### src/rtl/median_pkg.sv
// Shared types and constants for the median filter front end.
//   feeder_state_t : window feeder FSM states
//   NTAPS          : samples per median burst (3x3 window)
//   KW             : width of the burst sample counter
package median_pkg;

  typedef enum logic [1:0] {
    IDLE,
    SEND,
    WAIT
  } feeder_state_t;

  localparam int unsigned NTAPS = 9;
  localparam int unsigned KW    = 4;

endpackage

### src/rtl/line_buffer.sv
// Single-port row buffer: synchronous write, combinational read at the same
// address, so a write in the same cycle returns the old (read-before-write) entry.
// Ports:
//   CLK   : clock
//   we    : write enable
//   addr  : read/write address (column)
//   wdata : data written on we
//   rdata : current contents at addr
module line_buffer
  import median_pkg::*;
#(
  parameter int unsigned WIDTH = 8,
  parameter int unsigned DEPTH = 16,
  parameter int unsigned AW    = (DEPTH > 1) ? $clog2(DEPTH) : 1
) (
  input  logic             CLK,
  input  logic             we,
  input  logic [AW-1:0]    addr,
  input  logic [WIDTH-1:0] wdata,
  output logic [WIDTH-1:0] rdata
);

  // Contents are never reset; window validity is tracked by position only.
  logic [WIDTH-1:0] mem [DEPTH];

  always_ff @(posedge CLK) begin
    if (we) begin
      mem[addr] <= wdata;
    end
  end

  assign rdata = mem[addr];

endmodule

### src/rtl/median_window_feeder.sv
// Raster-to-window feeder for the 9-input median block. Buffers two rows,
// builds a 3x3 window per accepted pixel and, for interior pixels, sends the
// window row-major as a 9-cycle DSI burst, then waits for the median DSO.
// Ports:
//   CLK, nRST : clock, asynchronous active-low reset
//   PI/PVALID : raster pixel and its valid
//   PREADY    : feeder accepts PI this cycle
//   MED_DI    : serial window sample to the median block (0 when idle)
//   MED_DSI   : window burst strobe
//   MED_DSO   : median result pulse
module median_window_feeder
  import median_pkg::*;
#(
  parameter int unsigned WIDTH = 8,
  parameter int unsigned IMG_W = 16,
  parameter int unsigned IMG_H = 16
) (
  input  logic             CLK,
  input  logic             nRST,
  input  logic [WIDTH-1:0] PI,
  input  logic             PVALID,
  output logic             PREADY,
  output logic [WIDTH-1:0] MED_DI,
  output logic             MED_DSI,
  input  logic             MED_DSO
);

  localparam int unsigned XW = $clog2(IMG_W);
  localparam int unsigned YW = $clog2(IMG_H);

  logic [XW-1:0]    x_q;
  logic [YW-1:0]    y_q;
  feeder_state_t    state_q;
  logic [KW-1:0]    k_q;
  logic [KW-1:0]    k_inc;
  logic             pready_q;
  logic             dsi_q;
  logic [WIDTH-1:0] di_q;
  logic [WIDTH-1:0] win_q [NTAPS];
  logic [WIDTH-1:0] win_d [NTAPS];
  logic [WIDTH-1:0] lb0_rd;
  logic [WIDTH-1:0] lb1_rd;
  logic             xfer;
  logic             win_done;
  logic             last_x;
  logic             last_y;

  assign xfer     = PVALID && pready_q;
  assign win_done = (x_q >= XW'(2)) && (y_q >= YW'(2));
  assign last_x   = (x_q == XW'(IMG_W - 1));
  assign last_y   = (y_q == YW'(IMG_H - 1));
  assign k_inc    = k_q + KW'(1);

  assign PREADY  = pready_q;
  assign MED_DSI = dsi_q;
  assign MED_DI  = di_q;

  // lb0 holds row y-1, lb1 holds row y-2; both shift down one row per write.
  line_buffer #(
    .WIDTH(WIDTH),
    .DEPTH(IMG_W),
    .AW   (XW)
  ) lb0 (
    .CLK  (CLK),
    .we   (xfer),
    .addr (x_q),
    .wdata(PI),
    .rdata(lb0_rd)
  );

  line_buffer #(
    .WIDTH(WIDTH),
    .DEPTH(IMG_W),
    .AW   (XW)
  ) lb1 (
    .CLK  (CLK),
    .we   (xfer),
    .addr (x_q),
    .wdata(lb0_rd),
    .rdata(lb1_rd)
  );

  // Window shifted left by one column with the new column entering on the right.
  always_comb begin
    for (int r = 0; r < 3; r++) begin
      win_d[3*r]     = win_q[3*r+1];
      win_d[3*r + 1] = win_q[3*r+2];
    end
    win_d[2] = lb1_rd;
    win_d[5] = lb0_rd;
    win_d[8] = PI;
  end

  always_ff @(posedge CLK or negedge nRST) begin
    if (!nRST) begin
      for (int i = 0; i < int'(NTAPS); i++) begin
        win_q[i] <= '0;
      end
    end else if (xfer) begin
      win_q <= win_d;
    end
  end

  always_ff @(posedge CLK or negedge nRST) begin
    if (!nRST) begin
      x_q <= '0;
      y_q <= '0;
    end else if (xfer) begin
      if (last_x) begin
        x_q <= '0;
        y_q <= last_y ? '0 : y_q + YW'(1);
      end else begin
        x_q <= x_q + XW'(1);
      end
    end
  end

  // PREADY is registered so it reads 0 throughout reset.
  always_ff @(posedge CLK or negedge nRST) begin
    if (!nRST) begin
      state_q  <= IDLE;
      k_q      <= '0;
      pready_q <= 1'b0;
      dsi_q    <= 1'b0;
      di_q     <= '0;
    end else begin
      unique case (state_q)
        IDLE: begin
          pready_q <= 1'b1;
          if (xfer && win_done) begin
            state_q  <= SEND;
            pready_q <= 1'b0;
            k_q      <= '0;
            dsi_q    <= 1'b1;
            // win_q updates on this same edge, so take sample 0 from win_d.
            di_q     <= win_d[0];
          end
        end
        SEND: begin
          if (k_q == KW'(NTAPS - 1)) begin
            state_q <= WAIT;
            dsi_q   <= 1'b0;
            di_q    <= '0;
          end else begin
            k_q  <= k_inc;
            di_q <= win_q[k_inc];
          end
        end
        WAIT: begin
          if (MED_DSO) begin
            state_q  <= IDLE;
            pready_q <= 1'b1;
            k_q      <= '0;
          end
        end
        default: begin
          state_q <= IDLE;
        end
      endcase
    end
  end

endmodule
### config.mk
export PLATFORM = sky130hd
export DESIGN_NAME = median_window_feeder
export DESIGN_NICKNAME = d
export VERILOG_FILES = /design/src/rtl/median_pkg.sv /design/src/rtl/line_buffer.sv /design/src/rtl/median_window_feeder.sv
export SDC_FILE = /design/constraint.sdc
export NUM_CORES = 1
export LEC_CHECK = 0
export BUFFER_PORTS_ARGS = -buffer_cell sky130_fd_sc_hd__buf_2
export CORE_MARGIN = 5
export CORE_UTILIZATION = 45
export DETAILED_ROUTE_END_ITERATION = 8
export GPL_ROUTABILITY_DRIVEN = 1
export PLACE_DENSITY = 0.65
export SYNTH_ARGS = -nofsm -noshare
export SYNTH_HDL_FRONTEND = slang
export SYNTH_SLANG_ARGS = --single-unit
### constraint.sdc
create_clock -name CLK -period 6 [get_ports CLK]
set_input_delay 0.6 -clock CLK [delete_from_list [all_inputs] [get_ports CLK]]
set_output_delay 0.6 -clock CLK [all_outputs]
set_load 0.01 [all_outputs]
==> impl_metrics.env <==
export IMPL_cp_arrival_ns=3.77
export IMPL_cp_depth=6
export IMPL_fp_dieArea_sq_um=35500
export IMPL_cp_data_required_time_ns=6.38
export IMPL_core_area_sq_um=31500
export IMPL_p_int_mw=5.70
export IMPL_crit_chain="buf_4 -> ha_1 -> nand3_1 -> nor2_2 -> nand2_1 -> xnor2_1"
export IMPL_finalNetCount=914
export IMPL_ctsLongestPathBuffers=3
export IMPL_critPathMaxFanout=33
export IMPL_row_count=65
export IMPL_setup_worst_path_end="y_q[2]"
export IMPL_cts_htree_levels=2
export IMPL_grt_pass1_wl_microns=46100
export IMPL_slowest_delay_ns=1.00
export IMPL_design_area_sq_um=16000
export IMPL_pwr_share_clk_pct=23.9
export IMPL_die_width_microns=189
export IMPL_period_share_pct=56.4
export IMPL_post_drt_wl_per_cell_microns=22.2
export IMPL_die_h_microns=189
export IMPL_io_buffers=21
export IMPL_power_density_nw_per_um2=531
export IMPL_outcome="complete, no violations"
export IMPL_grt_ovfl_total=0
export IMPL_start_util_pct=45.6
export IMPL_antenna_found_initial=0
export IMPL_fin_tns_setup_ns=0
export IMPL_dp_hpwl_microns=17500
export IMPL_dpl_cell_area_sq_um=14900
export IMPL_syn_area_per_cell_sq_um=16.7
export IMPL_hp_class="input port to register"
export IMPL_setup_violations_final=0
export IMPL_post_route_util_pct=50.9
export IMPL_yosysWarnings=0
export IMPL_rsz0062_at_grt="false"
export IMPL_p_leak_nw=5.76
export IMPL_comb_power_share_pct=31.9
export IMPL_reg2reg_from="x_q[0]"
export IMPL_power_switching_mw=2.81
export IMPL_max_cap_violations=0
export IMPL_drt_total_wl_microns=29300
export IMPL_gp_congestion=0.786
export IMPL_syn2layout_area_growth_pct=11.6
export IMPL_grt_pass1_vias=7570
export IMPL_synth_fp_nets=879
export IMPL_power_frac_seq_pct=44.2
export IMPL_r2r_slack_ns=2.61
export IMPL_slew_headroom_pct=9.85
export IMPL_final_common_cell="edfxtp_1"
export IMPL_crit_type="register to register"
export IMPL_netlist_instances=859
export IMPL_cts_buffers=37
export IMPL_finalHoldViolations=0
export IMPL_ys_seq_area_share_pct=70.4
export IMPL_cts_root_buf="clkbuf_16"
export IMPL_vias=7487
export IMPL_ys_types=49
export IMPL_start_kind="register"
export IMPL_synth_edf_count=256
export IMPL_vias_per_cell=5.66
export IMPL_cts_tree="yes"
export IMPL_path_buf_inv=1
export IMPL_cts_sinks=352
export IMPL_crit_start="x_q[0]"
export IMPL_ff2ff_path_depth=6
export IMPL_clkTransAtPathRegs_ns=0.06
export IMPL_grt_max_degree=81
export IMPL_first_pass_iters=5
export IMPL_synth_async_reset_ratio_pct=27.3
export IMPL_critPathTopFamily="simple AND/OR/NAND/NOR gates"
export IMPL_clk_latency_ns=0.51
export IMPL_r2r_end="y_q[2]"
export IMPL_drive_above_1_share_pct=21.2
export IMPL_endpoint_kind="register"
export IMPL_most_common_layout_cells="edfxtp_1 (256), nand2_1 (144), dfrtp_1 (93), mux4_2 (70), mux2i_1 (46)"
export IMPL_ys_flop_type="edfxtp_1"
export IMPL_clock_skew_final_ns=0.0195
export IMPL_drc=0
export IMPL_hold_ws_ns=0.450
export IMPL_grt_usage_pct=16.6
export IMPL_worstMarginPinSlew_ns=1.34
export IMPL_diodes=0
export IMPL_vdd_drop_max_mv=0.296
export IMPL_slew_viol_final=0
export IMPL_drt_iter0_drc=547
export IMPL_syn_area_sq_um=14300
export IMPL_switching_share_pct=33.0
export IMPL_ioPinCount=22
export IMPL_fmax_mhz=295
export IMPL_fillers=2524
export IMPL_ant_nets=0
export IMPL_cpMaxStageDelayCell="nor2_2"
export IMPL_period_needed_ns=3.39
export IMPL_ys_ff_latch=352
==> worst min-delay path by stage <==
| stage | cells past startpoint | to | slack (ns) | startpoint |
|---|---|---|---|---|
| floorplan | 0 | MED_DI[0] | 0.30 | nRST |
| global placement | 2 | win_q[46] | 0.45 | win_q[46] |
| detailed placement | 2 | win_q[18] | 0.46 | win_q[18] |
| CTS | 3 | state_q[1] | 0.43 | MED_DSO |
| global route | 3 | state_q[1] | 0.47 | MED_DSO |
| finish | 3 | state_q[1] | 0.45 | MED_DSO |
==> power by group through the flow <==
| stage | registers [mW] | logic, mW | clock network (mW) |
|---|---|---|---|
| 3_5_place_dp | 3.81 | 2.73 | 0 |
| 2_1_floorplan | 3.59 | 2.08 | 0 |
| 4_1_cts | 3.77 | 2.74 | 2.08 |
| 5_1_grt | 3.83 | 2.96 | 2.20 |
| 3_3_place_gp | 3.79 | 2.67 | 0 |
| 6_report | 3.76 | 2.72 | 2.03 |
==> state kept, by name, indices dropped and copies added, names as in the netlist, 2 cells and up <==
name and flops:
MED_DI 8, k_q 4, lb0.mem 128, lb1.mem 128, state_q 2, win_d 48
win_q 24, x_q 4, y_q 4
==> cell families after synthesis <==
kind of cell    share of synthesized area, %
compound gates                          4.79
xor+xnor                               0.305
fa+ha+maj                              0.698
buf+inv                                 2.20
flops                                   70.4
mux                                     15.9
simple gates                            5.71
==> Yosys cell counts (all sizes together) (3+ instances only) <==
library cell / n / area (sq um)
or3: 3 / 18.8
o22ai: 16 / 100
dfrtp: 96 / 2400
nor2: 21 / 78.8
mux2: 12 / 135
nor3: 4 / 20.0
o21ai: 26 / 130
nand2b: 6 / 37.5
edfxtp: 256 / 7690
buf: 31 / 188
a21oi: 20 / 104
ha: 8 / 100
a2bb2oi: 5 / 43.8
nand2: 145 / 544
nand3: 4 / 20.0
or3b: 3 / 26.3
a2111oi: 3 / 28.8
a41oi: 9 / 93.8
inv: 17 / 63.8
a32oi: 7 / 61.3
xnor2: 5 / 43.8
mux2i: 47 / 470
mux4: 74 / 1680
clkbuf: 17 / 63.8
o41ai: 3 / 33.8
==> metrics by stage <==
stage                     power, mW  std cells  worst slack, ns
after floorplan                5.66        859             3.04
after global routing           8.98       1322             2.24
after global placement         6.46       1256             2.61
after detailed placement       6.54       1256             2.53
final                          8.50       1322             2.61
after CTS                      8.59       1322             2.53
==> layout make-up <==
class / count / area (sq um) / share of cell area, %
Clock buffer: 47 / 985 / 6.15
Timing Repair Buffer: 44 / 283 / 1.77
Multi-Input combinational cell: 442 / 3990 / 24.9
Inverter: 17 / 63.8 / 0.399
Sequential cell: 352 / 10100 / 63.1
Clock inverter: 18 / 87.6 / 0.547
Tap cell: 402 / 503 / 3.14
==> worst min-delay path: stages <==
cell	delay (ns)
buf_2	0.09
nand2b_1	0.12
o22ai_1	0.09
==> metal layers <==
metal	wire length, microns	track usage (%)	share of wire, %	up-vias
met4	382	3.36	1.3	0
met1	13500	25.4	46	3852
met3	1510	2.54	5.1	34
met5	0	0	0	-
li1	-	-	-	3393
met2	14000	25.8	48	208
==> repair_timing <==
action                                 4_1_cts  5_1_grt
setup endpoints to repair                    0        0
resized for setup                            0        0
endpoints found under the hold margin       16        0
buffers inserted                             0        0
hold buffers                                 1        0
(Power assumes the default switching activity.)
